## src/rtl/render_pkg.sv

```systemverilog
// rtl/render_pkg.sv - shared render types and default resolution constants
package render_pkg;

  typedef enum logic [1:0] {IDLE, CLEAR, DRAW, DONE} seq_state_t;

  localparam int DEF_H_RES = 640;
  localparam int DEF_V_RES = 480;
  localparam int DEF_X_W   = 10;
  localparam int DEF_Y_W   = 10;

  typedef logic [DEF_X_W-1:0] coord_x_t;
  typedef logic [DEF_Y_W-1:0] coord_y_t;

  // Index width for selecting among n items; never narrower than one bit.
  function automatic int idx_width(input int n);
    return (n > 1) ? $clog2(n) : 1;
  endfunction

endpackage

```

## src/rtl/raster_counter.sv

```systemverilog
// rtl/raster_counter.sv - raster scan position generator, x inner / y outer
module raster_counter #(
  parameter int H_RES = 640,
  parameter int V_RES = 480,
  parameter int X_W   = 10,
  parameter int Y_W   = 10
) (
  input  logic           clk,
  input  logic           resetn,
  input  logic           start,
  input  logic           en,
  output logic [X_W-1:0] x,
  output logic [Y_W-1:0] y,
  output logic           last
);

  localparam logic [X_W-1:0] X_MAX = X_W'(H_RES - 1);
  localparam logic [Y_W-1:0] Y_MAX = Y_W'(V_RES - 1);

  always_ff @(posedge clk) begin
    if (!resetn || start) begin
      x <= '0;
      y <= '0;
    end else if (en) begin
      if (x == X_MAX) begin
        x <= '0;
        y <= (y == Y_MAX) ? '0 : y + 1'b1;
      end else begin
        x <= x + 1'b1;
      end
    end
  end

  assign last = (x == X_MAX) && (y == Y_MAX);

endmodule

```

## src/rtl/frame_sequencer.sv

```systemverilog
// rtl/frame_sequencer.sv - per-frame render controller: optional clear, then draw engines in turn
module frame_sequencer
  import render_pkg::*;
#(
  parameter int                 H_RES       = DEF_H_RES,
  parameter int                 V_RES       = DEF_V_RES,
  parameter int                 X_W         = DEF_X_W,
  parameter int                 Y_W         = DEF_Y_W,
  parameter int                 PIXEL_W     = 1,
  parameter int                 N_SRC       = 2,
  parameter logic [PIXEL_W-1:0] CLEAR_VALUE = '0,
  parameter int                 DROP_W      = 16
) (
  input  logic                       Clk,
  input  logic                       Reset,
  input  logic                       frame_clk,
  input  logic                       clear_en,
  output logic [N_SRC-1:0]           src_start,
  input  logic [N_SRC-1:0]           src_done,
  input  logic [N_SRC-1:0]           src_we,
  input  logic [N_SRC*X_W-1:0]       src_x,
  input  logic [N_SRC*Y_W-1:0]       src_y,
  input  logic [N_SRC*PIXEL_W-1:0]   src_data,
  output logic [X_W-1:0]             DrawX,
  output logic [Y_W-1:0]             DrawY,
  output logic [PIXEL_W-1:0]         draw_data,
  output logic                       draw_we,
  output logic                       frame_clk_rising_edge,
  output logic                       clear_start,
  output logic                       frame_done,
  output logic                       busy,
  output logic [DROP_W-1:0]          frame_drop_cnt
);

  localparam int               K_W       = idx_width(N_SRC);
  localparam logic [K_W-1:0]   LAST_K    = K_W'(N_SRC - 1);
  localparam logic [N_SRC-1:0] START_ONE = N_SRC'(1);
  localparam logic [X_W:0]     X_LIM     = (X_W + 1)'(H_RES);
  localparam logic [Y_W:0]     Y_LIM     = (Y_W + 1)'(V_RES);

  seq_state_t       state, state_n;
  logic [K_W-1:0]   k, k_n;
  logic             prev_fclk;
  logic             advance, enter_draw;
  logic [X_W-1:0]   rc_x;
  logic [Y_W-1:0]   rc_y;
  logic             rc_last;

  logic               sel_we, sel_ok;
  logic [X_W-1:0]     sel_x;
  logic [Y_W-1:0]     sel_y;
  logic [PIXEL_W-1:0] sel_data;

  assign sel_we   = src_we[k];
  assign sel_x    = src_x[k*X_W +: X_W];
  assign sel_y    = src_y[k*Y_W +: Y_W];
  assign sel_data = src_data[k*PIXEL_W +: PIXEL_W];
  assign sel_ok   = sel_we && ({1'b0, sel_x} < X_LIM) && ({1'b0, sel_y} < Y_LIM);

  // src_start is nonzero only in the first cycle of DRAW_k; done is ignored there.
  assign advance = (state == DRAW) && (src_start == '0) && src_done[k];

  raster_counter #(
    .H_RES(H_RES),
    .V_RES(V_RES),
    .X_W  (X_W),
    .Y_W  (Y_W)
  ) u_clear_scan (
    .clk   (Clk),
    .resetn(Reset),
    .start (state != CLEAR),
    .en    (state == CLEAR),
    .x     (rc_x),
    .y     (rc_y),
    .last  (rc_last)
  );

  always_ff @(posedge Clk) begin
    if (!Reset) begin
      state <= IDLE;
      k     <= '0;
    end else begin
      state <= state_n;
      k     <= k_n;
    end
  end

  always_comb begin
    state_n = state;
    k_n     = k;
    case (state)
      IDLE: if (frame_clk_rising_edge) begin
        state_n = clear_en ? CLEAR : DRAW;
        k_n     = '0;
      end
      CLEAR: if (rc_last) begin
        state_n = DRAW;
        k_n     = '0;
      end
      DRAW: if (advance) begin
        if (k == LAST_K) state_n = DONE;
        else             k_n     = k + 1'b1;
      end
      default: state_n = IDLE;
    endcase
  end

  always_comb begin
    enter_draw = 1'b0;
    case (state)
      IDLE:    enter_draw = frame_clk_rising_edge && !clear_en;
      CLEAR:   enter_draw = rc_last;
      DRAW:    enter_draw = advance && (k != LAST_K);
      default: enter_draw = 1'b0;
    endcase
    busy       = (state != IDLE);
    frame_done = (state == DONE);
  end

  always_ff @(posedge Clk) begin
    if (!Reset) begin
      prev_fclk             <= 1'b0;
      frame_clk_rising_edge <= 1'b0;
      clear_start           <= 1'b0;
      src_start             <= '0;
      draw_we               <= 1'b0;
      DrawX                 <= '0;
      DrawY                 <= '0;
      draw_data             <= '0;
      frame_drop_cnt        <= '0;
    end else begin
      prev_fclk             <= frame_clk;
      frame_clk_rising_edge <= frame_clk & ~prev_fclk;
      clear_start           <= (state == IDLE) && frame_clk_rising_edge;
      src_start             <= enter_draw ? (START_ONE << k_n) : '0;

      draw_we <= 1'b0;
      if (state == CLEAR) begin
        draw_we   <= 1'b1;
        DrawX     <= rc_x;
        DrawY     <= rc_y;
        draw_data <= CLEAR_VALUE;
      end else if (state == DRAW && sel_ok) begin
        draw_we   <= 1'b1;
        DrawX     <= sel_x;
        DrawY     <= sel_y;
        draw_data <= sel_data;
      end

      // Edges arriving mid-frame are dropped, not queued.
      if (frame_clk_rising_edge && state != IDLE && frame_drop_cnt != '1)
        frame_drop_cnt <= frame_drop_cnt + 1'b1;
    end
  end

endmodule

```

## config.mk

```make
export PLATFORM = sky130hd
export DESIGN_NAME = frame_sequencer
export DESIGN_NICKNAME = d
export VERILOG_FILES = /design/src/rtl/render_pkg.sv /design/src/rtl/raster_counter.sv /design/src/rtl/frame_sequencer.sv
export SDC_FILE = /design/constraint.sdc
export NUM_CORES = 1
export LEC_CHECK = 0
export BUFFER_PORTS_ARGS = -buffer_cell sky130_fd_sc_hd__buf_2
export CAP_MARGIN = 10
export CORE_MARGIN = 2
export CORE_UTILIZATION = 50
export DETAILED_ROUTE_END_ITERATION = 10
export PLACE_DENSITY = 0.77
export SLEW_MARGIN = 20
export SYNTH_ARGS = -nofsm -noshare
export SYNTH_HDL_FRONTEND = slang
export SYNTH_SLANG_ARGS = --single-unit
```

## constraint.sdc

```tcl
create_clock -name Clk -period 3.4 [get_ports Clk]
set_input_delay 0.68 -clock Clk [delete_from_list [all_inputs] [get_ports Clk]]
set_output_delay 0.68 -clock Clk [all_outputs]
set_load 0.03 [all_outputs]
```

==> summary.md <==
| Metric | Value |
|---|---|
| Status | `complete, no violations` |
| Die Height | `85.2 µm` |
| Clk sinks | `66` |
| Ys async rst share | `0` |
| Hold crit path type | `flop to flop` |
| Sequential fraction of the synthesis area | `0.400` |
| Final hold viol count | `0` |
| Mapped Cells | `383` |
| Critical Path End Type | `flop` |
| Vias in the first global route | `3,022` |
| Initial DRC count | `200` |
| Min Tclk post-route | `2.23 ns` |
| Layout cells sized above 1 | `0.252` |
| Ant diodes | `0` |
| Top cells by area, synth | `dfxtp_1, mux2i_1, nand4_1, nand3_1, o311ai_1` |
| Crit path cell chain | `or3b_1 > a22oi_1 > nand3_1 > buf_4 > o311ai_1` |
| Unrepaired setup endpoints after global routing | `no` |
| Psw | `0.000717 W` |
| EDFF count, synth | `0` |
| Synth-to-layout area growth | `24.4%` |
| GP Congestion | `0.843` |
| Final Cycle Share | `0.657` |
| Routed Antenna Nets | `0` |
| I/O pins | `94` |
| WHS Endpoint | `frame_clk_rising_edge` |
| HPWL after detailed placement | `6110 µm` |
| Rel. slew slack | `0.406` |
| Final WL | `8470 µm` |
| CP startpoint kind | `flop` |
| H-tree depth | `3` |
| Clk_skew | `0.00898 ns` |
| Area fraction of the dominant cell type after synthesis | `0.400` |
| Worst R2R End | `DrawY[6]` |
| Sw Ratio | `0.313` |
| Num CTS Buffers | `9` |
| R2R depth | `5` |
| Die area | `7270 µm²` |
| Synth Cell Area | `3300 µm²` |
| Post-CTS Setup Inserts | `0` |
| Core area | `6350 µm²` |
| Main synth FF type | `dfxtp_1` |
| Hold buffers post-CTS | `0` |
| Worst VDD drop | `464 µV` |
| Hold Crit Start | `prev_fclk` |
| # rows | `29` |
| Initial antenna violation count | `0` |
| CP Data Arrival Time | `2.47 ns` |
| CTS clk-pin slew, worst paths | `0.07 ns` |
| CTS-repair resized insts | `0` |
| Worst-Margin Slew | `0.889 ns` |
| DR WL met2 | `4100 µm` |
| Slowest-stage cell, CP | `dfxtp_1` |
| Avg Inst Size Synth | `8.61 µm²` |
| Worst Path Required | `3.64 ns` |
| Initial Util | `0.520` |
| DR top layer | `met4` |
| Final Slew Violations | `0` |
| Critical Path Source | `k` |
| Leak | `1.63 nW` |
| RR Startpoint | `k` |
| Sequential power share | `0.369` |
| Internal | `0.00158 W` |
| Cell area power density | `558 nW/µm²` |
| Global Route Usage Sum | `0.232` |
| Synth area leader | `dfxtp_1` |
| Hold slack | `0.392 ns` |
| Synth cell types | `51` |
| Worst path max stage delay | `0.60 ns` |
| Cell count after placement | `538` |
| FILL cells | `529` |
| Combinational Power Share | `0.237` |
| Wirelength per Cell | `15.3 µm` |
| Crit path kind | `flop to flop` |
| Reg2reg setup slack | `1.17 ns` |
| Routed length on met1 | `3800 µm` |
| Clk root buf | `clkbuf_8` |
| Port Buffers | `93` |
| Synthesis warning total | `0` |
| Hold Path Depth | `1` |
| Nets | `529` |
| Die width | `85.2 µm` |
| Clock power share | `0.394` |
| Setup_tns | `0 ns` |
| WL met3 | `396 µm` |
| Max Freq | `0.448 GHz` |
| CTS max path bufs | `2` |
| Number of setup violations in the final report | `0` |
| Flops & latches, synth | `66` |
| Largest net degree at the start of global routing | `33` |
| First-pass GRT wire length | `13,700 µm` |
| Syn_nets | `440` |
| Grt ovf | `0` |
| Non-Filler Instances | `554` |
| Via density | `5.90` |
| Max Cap Viol | `0` |
| CTS tree | `done` |
| Worst Path Max Fanout | `21` |
| DRC | `0` |
| Worst skew pair latency | `0.35 ns` |
| Via count | `3,268` |
| Drt pass-1 iters | `5` |
[cell families after synthesis]
family          after synthesis  share of synthesized area
compound gates               73                      0.155
xor+xnor                     25                     0.0664
fa+ha+maj                     7                     0.0265
buf+inv                      33                     0.0379
flops                        66                      0.400
mux                          20                     0.0611
simple gates                159                      0.253
[Yosys cell counts, types with 7 or more instances]
master,number
ha_1,7
clkbuf_1,16
o311ai_1,16
mux2i_1,19
o21ai_0,10
nor2_1,37
nand2_1,22
a21oi_1,17
nand4_1,27
inv_1,11
dfxtp_1,66
nand3_1,32
xor2_1,11
xnor2_1,14
[worst max-delay path: cells and delay by family (launching register included)]
kind,cells,cell delay [ns]
buffers and inverters,1,0.23
AOI/OAI and AO/OA,2,0.64
and+or+nand+nor,2,0.64
DFF,1,0.60
[worst max-delay path by stage]
stage	end	slack [ns]	depth (start not counted)
2_1_floorplan	DrawX[6]	1.24	5
3_3_place_gp	DrawY[1]	1.20	6
3_5_place_dp	DrawY[4]	1.16	6
4_1_cts	DrawY[6]	1.18	5
5_1_grt	DrawY[6]	0.91	5
6_report	DrawY[6]	1.17	5
[stage by stage]
step	instance area, µm²	setup slack, ns	utilization	power, W
after CTS	4110	1.18	0.647	0.00229
final	4110	1.17	0.647	0.00229
after global routing	4110	0.907	0.647	0.00239
after floorplan	3300	1.24	-	0.00124
after detailed placement	3830	1.16	0.603	0.00140
after global placement	3830	1.20	0.603	0.00139
[power by group through the flow]
stage	clock [W]	sequential [W]	combinational, W
after floorplan	0	0.000894	0.000348
after global placement	0	0.000863	0.000526
after detailed placement	0	0.000863	0.000534
after CTS	0.000909	0.000846	0.000538
after global routing	0.000943	0.000851	0.000595
final	0.000904	0.000847	0.000542
[routing by layer]
| metal | track usage | vias up |
|---|---|---|
| met5 | 0 | - |
| met4 | 0.0866 | 0 |
| met3 | 0.0506 | 20 |
| met2 | 0.376 | 90 |
| met1 | 0.303 | 1552 |
| li1 | - | 1606 |
[registers in the layout, indices dropped and copies added, names as in the netlist, 2 cells and up]
register and count:
frame_drop_cnt 16, u_clear_scan.y 10, DrawX 10, DrawY 10, src_start 2, u_clear_scan.x 10, state 2
[cells in the final DEF (no fill, tap or decap), types with 2 or more instances in the layout]
master / count
a211oi_1: 6
and3_1: 5
nand2b_1: 3
a21oi_1: 17
xor2_1: 11
nor3b_1: 3
a31oi_1: 5
ha_1: 7
inv_1: 11
and4_1: 4
or3b_1: 2
nor4_1: 3
buf_2: 93
nand4_1: 27
mux2i_1: 19
clkbuf_8: 10
o41ai_1: 2
nand3_1: 32
nor2_1: 37
or3_1: 4
nor2b_1: 3
o31a_1: 2
clkinv_4: 2
xnor2_1: 14
nor3_1: 5
dfxtp_1: 66
nand2_1: 22
o21ai_0: 10
o311ai_1: 16
nand3b_1: 2
bufinv_16: 4
buf_4: 7
o21ai_1: 2
or2_0: 2
[final cells by class]
class,count,area (µm²),share of cell area
multi-input combinational,284,1850,0.451
inverter,11,41.3,0.0101
tap,77,96.3,0.0235
clock buffer,10,138,0.0335
sequential,66,1320,0.322
timing repair buffer,100,518,0.126
clock inverter,6,138,0.0335
Note: power is estimated with default switching activity, not from simulation.
